<file path="config.mk">
export PLATFORM = sky130hd
export DESIGN_NAME = lse_mult_arbiter
export DESIGN_NICKNAME = d
export VERILOG_FILES = /design/src/rtl/lse_mult_arbiter.sv
export SDC_FILE = /design/constraint.sdc
export NUM_CORES = 1
export LEC_CHECK = 0
export ABC_AREA = 0
export BUFFER_PORTS_ARGS = -buffer_cell sky130_fd_sc_hd__buf_2
export CORE_MARGIN = 4
export CORE_UTILIZATION = 25
export CTS_CLUSTER_DIAMETER = 80
export CTS_CLUSTER_SIZE = 25
export DETAILED_ROUTE_END_ITERATION = 8
export HOLD_SLACK_MARGIN = 0.1
export SYNTH_ARGS = -nofsm -noshare
export SYNTH_HDL_FRONTEND = slang
export SYNTH_SLANG_ARGS = --single-unit
</file>
<file path="constraint.sdc">
create_clock -name clk -period 6.62 [get_ports clk]
set_input_delay 0.331 -clock clk [delete_from_list [all_inputs] [get_ports clk]]
set_output_delay 0.331 -clock clk [all_outputs]
set_load 0.005 [all_outputs]
</file>
<file path="src/rtl/lse_mult_arbiter.sv">
// Round-robin arbiter sharing one log-space multiplier (sum of logs) between NUM_REQ requesters.
// Optional macro LSE_MULT_SAT_EN: saturate signed overflow instead of wrapping.
module lse_mult_arbiter #(
  parameter  int NUM_REQ = 4,
  parameter  int WIDTH   = 24,
  localparam int ID_W    = $clog2(NUM_REQ)
) (
  input  logic                     clk,
  input  logic                     rst_n,
  input  logic [NUM_REQ-1:0]       req_valid,
  output logic [NUM_REQ-1:0]       req_ready,
  input  logic [NUM_REQ*WIDTH-1:0] req_operand_a,
  input  logic [NUM_REQ*WIDTH-1:0] req_operand_b,
  output logic                     out_valid,
  input  logic                     out_ready,
  output logic [WIDTH-1:0]         out_result,
  output logic [ID_W-1:0]          out_id,
  output logic [15:0]              op_count
);

  typedef enum logic {EMPTY = 1'b0, FULL = 1'b1} state_t;

  // Log-space product; -inf on either input dominates everything else.
  function automatic logic [WIDTH-1:0] lse_mul(input logic [WIDTH-1:0] a, input logic [WIDTH-1:0] b);
    logic [WIDTH-1:0] ninf;
    logic [WIDTH-1:0] sum;
    logic [WIDTH-1:0] res;
    ninf = {1'b1, {(WIDTH-1){1'b0}}};
    sum  = a + b;
    res  = sum;
`ifdef LSE_MULT_SAT_EN
    // Negative clamp stops one short of the -inf code so a finite sum never reads as -inf.
    if (!a[WIDTH-1] && !b[WIDTH-1] && sum[WIDTH-1]) begin
      res = {1'b0, {(WIDTH-1){1'b1}}};
    end else if ((a[WIDTH-1] && b[WIDTH-1] && !sum[WIDTH-1]) || (sum == ninf)) begin
      res = {1'b1, {(WIDTH-2){1'b0}}, 1'b1};
    end else begin
      res = sum;
    end
`endif
    return ((a == ninf) || (b == ninf)) ? ninf : res;
  endfunction

  state_t             state_r;
  state_t             state_nxt_s;
  logic [ID_W-1:0]    rr_ptr_r;
  logic [ID_W-1:0]    ptr_nxt_s;
  logic [ID_W-1:0]    win_id_s;
  logic               found_s;
  logic [NUM_REQ-1:0] grant_s;
  logic               can_load_s;
  logic               accept_s;
  logic [WIDTH-1:0]   op_a_s;
  logic [WIDTH-1:0]   op_b_s;
  logic [WIDTH-1:0]   out_result_r;
  logic [ID_W-1:0]    out_id_r;
  logic [15:0]        op_count_r;

  // Round-robin search from rr_ptr; scanning backwards leaves the nearest valid requester as winner.
  always_comb begin
    win_id_s = '0;
    found_s  = |req_valid;
    grant_s  = '0;
    for (int k = NUM_REQ - 1; k >= 0; k--) begin
      int idx;
      idx      = int'(rr_ptr_r) + k;
      idx      = (idx >= NUM_REQ) ? (idx - NUM_REQ) : idx;
      win_id_s = req_valid[idx] ? ID_W'(idx) : win_id_s;
    end
    grant_s[win_id_s] = found_s;
  end

  assign can_load_s = (state_r == EMPTY) || out_ready;
  assign req_ready  = grant_s & {NUM_REQ{can_load_s}};
  assign accept_s   = found_s && can_load_s;
  assign op_a_s     = req_operand_a[int'(win_id_s)*WIDTH +: WIDTH];
  assign op_b_s     = req_operand_b[int'(win_id_s)*WIDTH +: WIDTH];
  assign ptr_nxt_s  = (int'(win_id_s) == NUM_REQ - 1) ? '0 : (win_id_s + ID_W'(1));

  // Output stage next-state: an accept always (re)fills, a drain without accept empties.
  always_comb begin
    state_nxt_s = state_r;
    case (state_r)
      EMPTY: begin
        if (accept_s) begin
          state_nxt_s = FULL;
        end else begin
          state_nxt_s = EMPTY;
        end
      end
      FULL: begin
        if (accept_s || !out_ready) begin
          state_nxt_s = FULL;
        end else begin
          state_nxt_s = EMPTY;
        end
      end
      default: state_nxt_s = EMPTY;
    endcase
  end

  // State, result register, arbitration pointer and handshake counter.
  always_ff @(posedge clk or negedge rst_n) begin
    if (!rst_n) begin
      state_r      <= EMPTY;
      rr_ptr_r     <= '0;
      out_result_r <= '0;
      out_id_r     <= '0;
      op_count_r   <= 16'd0;
    end else begin
      state_r <= state_nxt_s;
      if (accept_s) begin
        out_result_r <= lse_mul(op_a_s, op_b_s);
        out_id_r     <= win_id_s;
        rr_ptr_r     <= ptr_nxt_s;
      end
      if ((state_r == FULL) && out_ready) begin
        op_count_r <= op_count_r + 16'd1;
      end
    end
  end

  assign out_valid  = (state_r == FULL);
  assign out_result = out_result_r;
  assign out_id     = out_id_r;
  assign op_count   = op_count_r;

endmodule

</file>
# After elaboration in Yosys (flattened, before gate mapping)

Cells that the tools add are included.

Order comparisons: 10
Bitwise gates (word level): 3
Multipliers: 1
Add/subtract/negate cells: 10
Eq/ne operators: 3
Reduce and logical (&&, ||, !) cells: 8
Shifts and indexed selects: 2
Multiplexer cells: 27

Operators with widths:

| operator                                                                            | number |
|---|---|
| 32-bit by 4-bit less-than comparator with 1-bit output, second input constant       | 4 |
| 32-bit two-way mux                                                                  | 4 |
| 96-bit by 32-bit indexed part select with 24-bit output                             | 1 |
| 96-bit by 8-bit indexed part select with 24-bit output                              | 1 |
| 24-bit equality test, second input constant                                         | 2 |
| 24-bit adder                                                                        | 1 |
| 24-bit two-way mux                                                                  | 1 |
| 16-bit by 1-bit adder with 16-bit output, second input constant                     | 1 |
| 3-bit by 3-bit subtractor with 4-bit output, second input constant                  | 3 |
| 1-bit two-way mux                                                                   | 11 |
| 2-bit two-way mux                                                                   | 5 |
| 3-bit greater-or-equal comparator, second input constant                            | 3 |
| 4-bit AND                                                                           | 2 |
| 1-bit binary-select mux with 2-bit select                                           | 4 |
| 2-bit by 2-bit adder with 3-bit output, second input constant                       | 2 |
| 2-bit by 2-bit multiplier with 4-bit output, second input constant                  | 1 |
| 4-bit OR reduction                                                                  | 1 |
| 2-bit by 3-bit subtractor with 4-bit output, second input constant                  | 1 |
| 2-bit by 1-bit adder with 3-bit output, second input constant                       | 1 |
| 2-bit by 3-bit greater-or-equal comparator with 1-bit output, second input constant | 1 |
| 1-bit logical AND                                                                   | 3 |
| 1-bit logical OR                                                                    | 3 |
| 2-bit by 3-bit less-than comparator with 1-bit output, second input constant        | 1 |
| 2-bit by 1-bit adder with 2-bit output, second input constant                       | 1 |
| 6 further kinds                                                                     | 6 |

Output and inout port bits: 47
Logic and storage cells: 69
Register bits: 45
Bits of input ports: 199

# Logic depth before layout (Yosys ltp)

Gate-level depths: netlist (run 1).

Depth in word-level cells: 16
Gate-level depth with buffers: 21
Depth with buffers taken out: 19

# Worst setup path after synthesis (run 1)

No wires, ideal clock.

Path kind: reg-to-reg
Start point: reg rr_ptr_r[1]
End point: reg out_result_r[23], in the netlist out_result[23]
Required time: 6,499 ps
Arrival time: 3,969 ps
Cell stages (with the launch flop): 20
Path slack: 2,530 ps
Path buffers: 2
Clock period less this slack: 4,090 ps
Setup time: 121 ps
Cell sequence: dfrtp_1 > buf_2 > and3b_1 > o21a_4 > nor2_8 > inv_4 > clkbuf_1 > a211oi_1 > nor2_1 > ha_1 > o21ai_0 > nor2_1 > o31ai_1 > a211oi_1 > nor4_2 > a211oi_2 > o31ai_1 > o41ai_2 > xnor2_1 > o22a_1

Word-level cells in the longest chain between the ends: 15
Elaborated cells between the ends (all ways): 39
Those cells by class: add/sub: 8; mul: 1; order compare: 4; eq/ne: 2; shift: 2; mux: 21; reduce/logical: 1

RTL lines:

| item                                                                                                    | line   | RTL |
|---|---|---|
| start, declared                                                                                         | 46     | `logic [ID_W-1:0] rr_ptr_r;` |
| start signal, assigned                                                                                  | 115    | `rr_ptr_r <= ptr_nxt_s;` |
| 2-bit by 2-bit adder with 3-bit output                                                                  | 66     | `idx = int'(rr_ptr_r) + k;` |
| 3-bit by 3-bit subtractor with 4-bit output / 3-bit greater-or-equal comparator (equally long branches) | 67     | `idx = (idx >= NUM_REQ) ? (idx - NUM_REQ) : idx;` |
| 32-bit two-way mux                                                                                      | 67     |  |
| 1-bit binary-select mux with 2-bit select                                                               | 68     | `win_id_s = req_valid[idx] ? ID_W'(idx) : win_id_s;` |
| 1-bit two-way mux (not written as such) (2 in a row)                                                    | 68     |  |
| 2-bit two-way mux (3 in a row)                                                                          | 68     |  |
| 2-bit two-way mux *                                                                                     | 68     |  |
| 2-bit by 2-bit multiplier with 4-bit output *                                                           | 76, 77 |  |
| branches (longest 3 deep; another with 24-bit adder)                                                    | n/a    |  |
| 24-bit two-way mux *                                                                                    | 41     | `return ((a == ninf) \|\| (b == ninf)) ? ninf : res;` |
| end signal, assigned                                                                                    | 113    | `out_result_r <= lse_mul(op_a_s, op_b_s);` |
| end, declared                                                                                           | 55     | `logic [WIDTH-1:0] out_result_r;` |

Every way passes the cells marked *. The select of a mux whose other input is x is not followed.
A chain may end at the register's enable or synchronous reset.

# Worst setup path after layout (run 1)

Ends and elaborated chain as after synthesis.

==> impl_metrics.tcl, run 1 <==
set metrics [dict create \
    run_status "complete, no violations" \
    gr-total-overflow 0 \
    crit_path_start_kind "register" \
    post_cts_hold_buffer_count 0 \
    clock-root-buffer "sky130_fd_sc_hd__clkbuf_16" \
    vdd.ir_drop.worst_mv 0.122 \
    dp_slack_ns 1.75 \
    crit_type "register to register" \
    cts.repair.resized 0 \
    netSwitchingFraction 0.512 \
    share_seq_of_total_power 0.161 \
    post_cts_setup_repair_buffer_count 0 \
    fin_tns_setup_ns 0 \
    multi_input_area_mm2 0.00374 \
    port_buffers 245 \
    p_int_mw 1.39 \
    dp_hpwl_mm 18.3 \
    synth_cell_types 57 \
    floorplan.rows 52 \
    finalMaxSlewViolations 0 \
    drive_above_1_share 0.314 \
    floorplan.die.height_um 151 \
    global_route_wire_length_before_repair_mm 32.5 \
    cts_tree "yes" \
    drt-pass1-iter-count 5 \
    h-tree-depth 2 \
    comb_power_share 0.735 \
    ys_seq_area_frac 0.219 \
    post-route-util 0.332 \
    grt_usage 0.184 \
    postSynthRegisterBits 45 \
    initial_utilization 0.254 \
    die_x_um 151 \
    post_synth_instance_area_mm2 0.00514 \
    drt_drc_violations_left 0 \
    finalCritPeriodShare 0.746 \
    area_post_placement_mm2 0.00653 \
    cts_inserted_buffers 5 \
    cap_violations 0 \
    timing.critical_path.to_type "register" \
    floorplan.die_area_mm2 0.0229 \
    total_clock_sinks 45 \
    async_flop_share 1.00 \
    unrepaired_setup_endpoints_after_global_routing "no" \
    synth-edff-count 0 \
    vias_in_the_first_global_route 5607 \
    worst_ep_arrival_time_ns 5.12 \
    antenna_found_initial 1 \
    floorplan.core_area_mm2 0.0202 \
    cts_max_path_buffers 2 \
    layout-area-overhead-vs-synth_pct 30.5 \
    power_per_cell_area_mw_per_mm2 424 \
    route.final.wire_length_mm 22.2 \
    worst_skew_pair.late_latency_ns 0.29 \
    total_power_mw 2.84 \
    setup_violations_final 0 \
    synth.yosys.warnings 0 \
    synthesized_nets 898 \
    worst-path-max-fanout 64 \
    finalHoldViolations 0 \
    cp.required_ns 6.80 \
    dr_total_vias 6013 \
    ios 246 \
    wl_per_cell_um 19.2 \
    stdcell_area_mm2 0.00671 \
    power.leakage_nw 3.28 \
    dr_iter_0_viols 298 \
    achievable-frequency_ghz 0.203 \
    postSynthAreaPerCell_um2 7.67 \
    grt_start_max_net_pins 65 \
    fill_cells 2175 \
    hold_path_class "input pin to asynchronous set/reset pin" \
    yosys_most_used_dff "sky130_fd_sc_hd__dfrtp_1" \
    fin_skew_ns 0.0104 \
    clk_transition_reported_paths_ns 0.07 \
    worstMarginPinSlew_ns 1.07 \
    layout_min_cycle_time_ns 4.94 \
    net-switching-power_mw 1.46 \
    fin_nets 1109 \
    antenna_violation_net_count_after_detailed_routing 0 \
    globalplace.congestion 0.895 \
    power.share.clock 0.104 \
    sequential_cell_area_mm2 0.00113 \
    relSlewSlack 0.286 \
    worst_slack_ns 1.68 \
    syn-instance-count 670 \
    vias_per_cell 5.22 \
]
==> layout by cell type (no fill, tap or decap), types with 7 or more instances in the layout <==
master                     synthesis  routed
sky130_fd_sc_hd__dfrtp_1          45      45
sky130_fd_sc_hd__ha_1             28      28
sky130_fd_sc_hd__a21oi_1          25      25
sky130_fd_sc_hd__and3_1           84      84
sky130_fd_sc_hd__buf_2            12     245
sky130_fd_sc_hd__and2_1            7       7
sky130_fd_sc_hd__o21ai_1          10      10
sky130_fd_sc_hd__o22ai_1          21      21
sky130_fd_sc_hd__o21ai_0          23      23
sky130_fd_sc_hd__o21bai_1          7       7
sky130_fd_sc_hd__a211oi_1         86      86
sky130_fd_sc_hd__inv_1            12      12
sky130_fd_sc_hd__nand4_1           7       7
sky130_fd_sc_hd__xnor2_1          21      21
sky130_fd_sc_hd__xor2_1           22      22
sky130_fd_sc_hd__a21o_1            9       9
sky130_fd_sc_hd__nand3_1          24      24
sky130_fd_sc_hd__nand2_1          57      57
sky130_fd_sc_hd__nor3_1            7       7
sky130_fd_sc_hd__nor2_1           57      57
==> state kept, by name, summed over array words and instances, names as in the netlist <==
register,cells
rr_ptr_r,2
out_result,24
out_id,2
out_valid,1
op_count,16
==> cell families after synthesis <==
group | count (synthesis) | share of synthesized area
buffers and inverters | 62 | 0.0560
XOR/XNOR | 43 | 0.0733
multiplexers | 9 | 0.0183
adder cells (fa/ha/maj) | 29 | 0.0720
AND/OR/NAND/NOR | 264 | 0.264
AO/OA/AOI/OAI | 218 | 0.297
flip-flops | 45 | 0.219
==> worst max-delay path, stage by stage (launching register included) <==
cell                       delay, ns
sky130_fd_sc_hd__dfrtp_1        0.47
sky130_fd_sc_hd__and3b_1        0.26
sky130_fd_sc_hd__o21a_4         0.25
sky130_fd_sc_hd__nor2_8         0.30
sky130_fd_sc_hd__inv_4          0.30
sky130_fd_sc_hd__a211oi_1       0.42
sky130_fd_sc_hd__nor2_1         0.09
sky130_fd_sc_hd__ha_1           0.35
sky130_fd_sc_hd__o21ai_0        0.19
sky130_fd_sc_hd__nor2_1         0.10
sky130_fd_sc_hd__o31ai_1        0.40
sky130_fd_sc_hd__nor4_2         0.10
sky130_fd_sc_hd__nor4_2         0.43
sky130_fd_sc_hd__a211oi_2       0.17
sky130_fd_sc_hd__o31ai_1        0.53
sky130_fd_sc_hd__o41ai_2        0.13
sky130_fd_sc_hd__xnor2_1        0.14
sky130_fd_sc_hd__o22a_1         0.16
==> cell usage after synthesis, types with 9 or more instances <==
| cell type | count | area share |
|---|---|---|
| sky130_fd_sc_hd__clkbuf_1 | 28 | 0.020 |
| sky130_fd_sc_hd__inv_1 | 12 | 0.0088 |
| sky130_fd_sc_hd__nand3_1 | 24 | 0.023 |
| sky130_fd_sc_hd__xnor2_1 | 21 | 0.036 |
| sky130_fd_sc_hd__xor2_1 | 22 | 0.037 |
| sky130_fd_sc_hd__and3_1 | 84 | 0.10 |
| sky130_fd_sc_hd__a21oi_1 | 25 | 0.024 |
| sky130_fd_sc_hd__nor2_1 | 57 | 0.042 |
| sky130_fd_sc_hd__buf_2 | 12 | 0.012 |
| sky130_fd_sc_hd__dfrtp_1 | 45 | 0.22 |
| sky130_fd_sc_hd__nand2_1 | 57 | 0.042 |
| sky130_fd_sc_hd__a211oi_1 | 86 | 0.13 |
| sky130_fd_sc_hd__o22ai_1 | 21 | 0.026 |
| sky130_fd_sc_hd__ha_1 | 28 | 0.068 |
| sky130_fd_sc_hd__o21ai_0 | 23 | 0.022 |
| sky130_fd_sc_hd__a21o_1 | 9 | 0.013 |
| sky130_fd_sc_hd__o21ai_1 | 10 | 0.0097 |
==> power by group through the flow <==
stage                     Combinational [mW]  Clock, mW  Sequential, mW
after floorplan                         1.45          0           0.456
after global placement                  2.06          0           0.455
after detailed placement                2.07          0           0.465
after CTS                               2.08      0.307           0.459
after global routing                    2.31      0.314           0.475
final                                   2.09      0.296           0.458
==> worst paths after layout <==
kind / from / to / slack [ns] / depth (start not counted)
setup / recovery: rr_ptr_r[1]$_DFFE_PN0P_ / out_result[23]$_DFFE_PN0P_ / 1.68 / 17
hold / removal: rst_n / op_count[9]$_DFFE_PN0P_ / 0.22 / 1
setup reg to reg: rr_ptr_r[1]$_DFFE_PN0P_ / out_result[23]$_DFFE_PN0P_ / 1.68 / 17
hold reg to reg: op_count[15]$_DFFE_PN0P_ / op_count[15]$_DFFE_PN0P_ / 0.46 / 1
max in group asynchronous: rst_n / out_result[18]$_DFFE_PN0P_ / 5.75 / 1
min in group clk: req_valid[1] / out_valid$_DFF_PN0_ / 0.34 / 3
==> layout make-up <==
type / count / area share
flip-flops and latches: 45 / 0.168
clock buffers: 5 / 0.0186
well taps: 270 / 0.0504
repair buffers: 251 / 0.189
inverters: 15 / 0.00877
diodes: 1 / 0.000373
multi-input cells: 563 / 0.557
clock inverters: 3 / 0.00709
==> per-layer routing <==
layer  up-vias  wire length [µm]  part of all wire  GRT usage
met5         -                 0                 0          0
met3        21              1890             0.085     0.0308
li1       2963                 -                 -          -
met1      2765             10100              0.45      0.265
met4         0               358             0.016     0.0408
met2       264              9870              0.44      0.289
==> metrics by stage <==
stage | cells | hold slack [ns]
floorplan | 670 | 0.0354
global placement | 1144 | 0.452
detailed placement | 1144 | 0.457
CTS | 1152 | 0.254
global route | 1153 | 0.326
finish | 1153 | 0.219
No activity file was read; power rests on OpenSTA's default activity.
==> inputs of run 2 (changes only) <==
Clock period 6.62 ns to 4.7 ns, I/O delays scaled along.
==> run 2 against run 1 <==
Design area rose by 2.8%. Sequential share of layout area fell by 0.42 points. Final cell count rose by 1.6%. Sequential cell count did not move. Count of clock-buffer cells in the layout did not move. Critical endpoint unchanged.
==> impl_metrics.tcl, run 2 (synthesized netlist as in run 1, its figures left out) <==
set metrics [dict create \
    total_power_mw 4.09 \
    relSlewSlack 0.286 \
    fill_cells 2217 \
    fin_nets 1127 \
    floorplan.die_area_mm2 0.0229 \
    timing.critical_path.to_type "register" \
    dr_iter_0_viols 319 \
    crit_type "register to register" \
    vias_in_the_first_global_route 5803 \
    sequential_cell_area_mm2 0.00113 \
    cts_tree "yes" \
    grt_usage 0.193 \
    largest_reg_flops 24 \
    dp_hpwl_mm 19.5 \
    dr_total_vias 6087 \
    achievable-frequency_ghz 0.224 \
    gr-total-overflow 0 \
    cp.required_ns 4.88 \
    worst_slack_ns 0.239 \
    fin_skew_ns 0.0118 \
    post-route-util 0.341 \
    ios 246 \
    grt_start_max_net_pins 46 \
    global_route_wire_length_before_repair_mm 33.8 \
    run_status "complete, no violations" \
    wl_per_cell_um 19.9 \
    finalHoldViolations 0 \
    floorplan.die.height_um 151 \
    drt_drc_violations_left 0 \
    hold_path_class "input pin to asynchronous set/reset pin" \
    multi_input_area_mm2 0.00378 \
    clk_transition_reported_paths_ns 0.07 \
    reg2reg_to "out_result[23]$_DFFE_PN0P_" \
    mostFrequentLayoutCell "sky130_fd_sc_hd__buf_2" \
    layout_min_cycle_time_ns 4.46 \
    clock-root-buffer "sky130_fd_sc_hd__clkbuf_16" \
    dpl.cell_count 1155 \
    crit_path_start_kind "register" \
    worst-path-max-fanout 8 \
    regToRegSetupSlack_ns 0.24 \
    cts_inserted_buffers 5 \
    power.leakage_nw 3.37 \
    vias_per_cell 5.19 \
    instances_no_fill 1172 \
    max_stage_delay_ns 0.48 \
    layout-area-overhead-vs-synth_pct 34.1 \
    floorplan.core_area_mm2 0.0202 \
    power_per_cell_area_mw_per_mm2 593 \
    worst_ep_arrival_time_ns 4.64 \
    critical_path.slowest_cell "sky130_fd_sc_hd__dfrtp_2" \
    globalplace.congestion 0.934 \
    critical_path.cell_chain "and3b_2 > o21a_4 > nor2_8 > buf_12 > buf_4 > mux2i_1 > nand2_1 > nand2_1 > inv_1 > ha_1 > a211oi_1 > nor2_1 > o31ai_2 > a211oi_1 > nor4_2 > a211oi_2 > o31ai_1 > buf_4 > o41ai_2 > xnor2_1 > o22a_1" \
    die_x_um 151 \
    antenna_violation_net_count_after_detailed_routing 0 \
    r2r_cells 21 \
    dp_slack_ns 0.103 \
    worst_skew_pair.late_latency_ns 0.30 \
    total_clock_sinks 45 \
    cap_violations 0 \
    antenna_found_initial 1 \
    drive_above_1_share 0.337 \
    vdd.ir_drop.worst_mv 0.186 \
    route.final.wire_length_mm 23.4 \
    port_buffers 245 \
    h-tree-depth 2 \
    floorplan.rows 52 \
    finalMaxSlewViolations 0 \
    most_used_cells_in_the_layout_excluding_fill_and_tap_cells "sky130_fd_sc_hd__buf_2 (245), sky130_fd_sc_hd__a211oi_1 (85), sky130_fd_sc_hd__and3_1 (84)" \
    initial_utilization 0.254 \
    finalCritPeriodShare 0.949 \
    fin_tns_setup_ns 0 \
    unrepaired_setup_endpoints_after_global_routing "no" \
    post_cts_hold_buffer_count 0 \
    regToRegStartpoint "rr_ptr_r[1]$_DFFE_PN0P_" \
    cts_max_path_buffers 2 \
    worstMarginPinSlew_ns 1.07 \
    drt-pass1-iter-count 5 \
    setup_violations_final 0 \
]
-- run 2: cell types whose count changed in the layout (fill, tap and decap cells not counted), sizes merged --
| cell | previous run | this run |
|---|---|---|
| buf | 251 | 268 |
| bufinv | 1 | 0 |
| diode | 1 | 2 |
| clkinv | 0 | 1 |
| inv | 17 | 16 |
| clkinvlp | 0 | 1 |
| o21ai | 34 | 35 |
-- run 2: worst max-delay path by stage --
stage	start	end	cells past startpoint
6_report	rr_ptr_r[1]$_DFFE_PN0P_	out_result[23]$_DFFE_PN0P_	21
5_1_grt	rr_ptr_r[1]$_DFFE_PN0P_	out_result[20]$_DFFE_PN0P_	20
4_1_cts	rr_ptr_r[1]$_DFFE_PN0P_	out_result[20]$_DFFE_PN0P_	20
3_5_place_dp	rr_ptr_r[1]$_DFFE_PN0P_	out_result[20]$_DFFE_PN0P_	20
3_3_place_gp	rr_ptr_r[1]$_DFFE_PN0P_	out_result[20]$_DFFE_PN0P_	20
2_1_floorplan	rr_ptr_r[1]$_DFFE_PN0P_	out_result[23]$_DFFE_PN0P_	19
-- run 2: per-stage QoR --
step	hold WS (ns)	area, µm²
after global placement	0.451	6630
final	0.128	6900
after global routing	0.222	6890
after floorplan	-0.0606	5140
after detailed placement	0.458	6630
after CTS	0.168	6780
-- run 2: critical path: cells and delay by family (launching register included) --
| kind | cells | cell delay, ns |
|---|---|---|
| AO/OA/AOI/OAI | 8 | 1.60 |
| AND/OR/NAND/NOR | 6 | 1.20 |
| buffers and inverters | 4 | 0.48 |
| flip-flops | 1 | 0.48 |
| adder cells (fa/ha/maj) | 1 | 0.31 |
| multiplexers | 1 | 0.16 |
| XOR/XNOR | 1 | 0.13 |
-- run 2: where the power goes --
part / switching (mW) / leakage (nW) / internal, mW
logic: 1.81 / 2.74 / 1.26
registers: 0.112 / 0.556 / 0.539
clock network: 0.168 / 0.0704 / 0.200
total: 2.09 / 3.37 / 2.00
-- run 2: timing repair --
action	4_1_cts	5_1_grt
setup endpoints to repair	0	10
hold endpoints to repair	0	0
resized for setup	0	14
buffers inserted	0	6
-- run 2: area by class of cell --
type,instances,area share
Multi-Input combinational cell,564,0.549
Timing Repair Buffer,268,0.206
Sequential cell,45,0.164
Tap cell,270,0.0490
Clock buffer,5,0.0181
Inverter,15,0.00962
Clock inverter,3,0.00363
Antenna cell,2,0.000726
-- run 2: per-layer routing --
| layer | up-vias | GRT usage | routed length (µm) |
|---|---|---|---|
| met5 | - | 0 | 0 |
| met4 | 0 | 0.0558 | 600 |
| met3 | 27 | 0.0401 | 2050 |
| met2 | 286 | 0.298 | 10400 |
| met1 | 2784 | 0.272 | 10300 |
| li1 | 2990 | - | - |
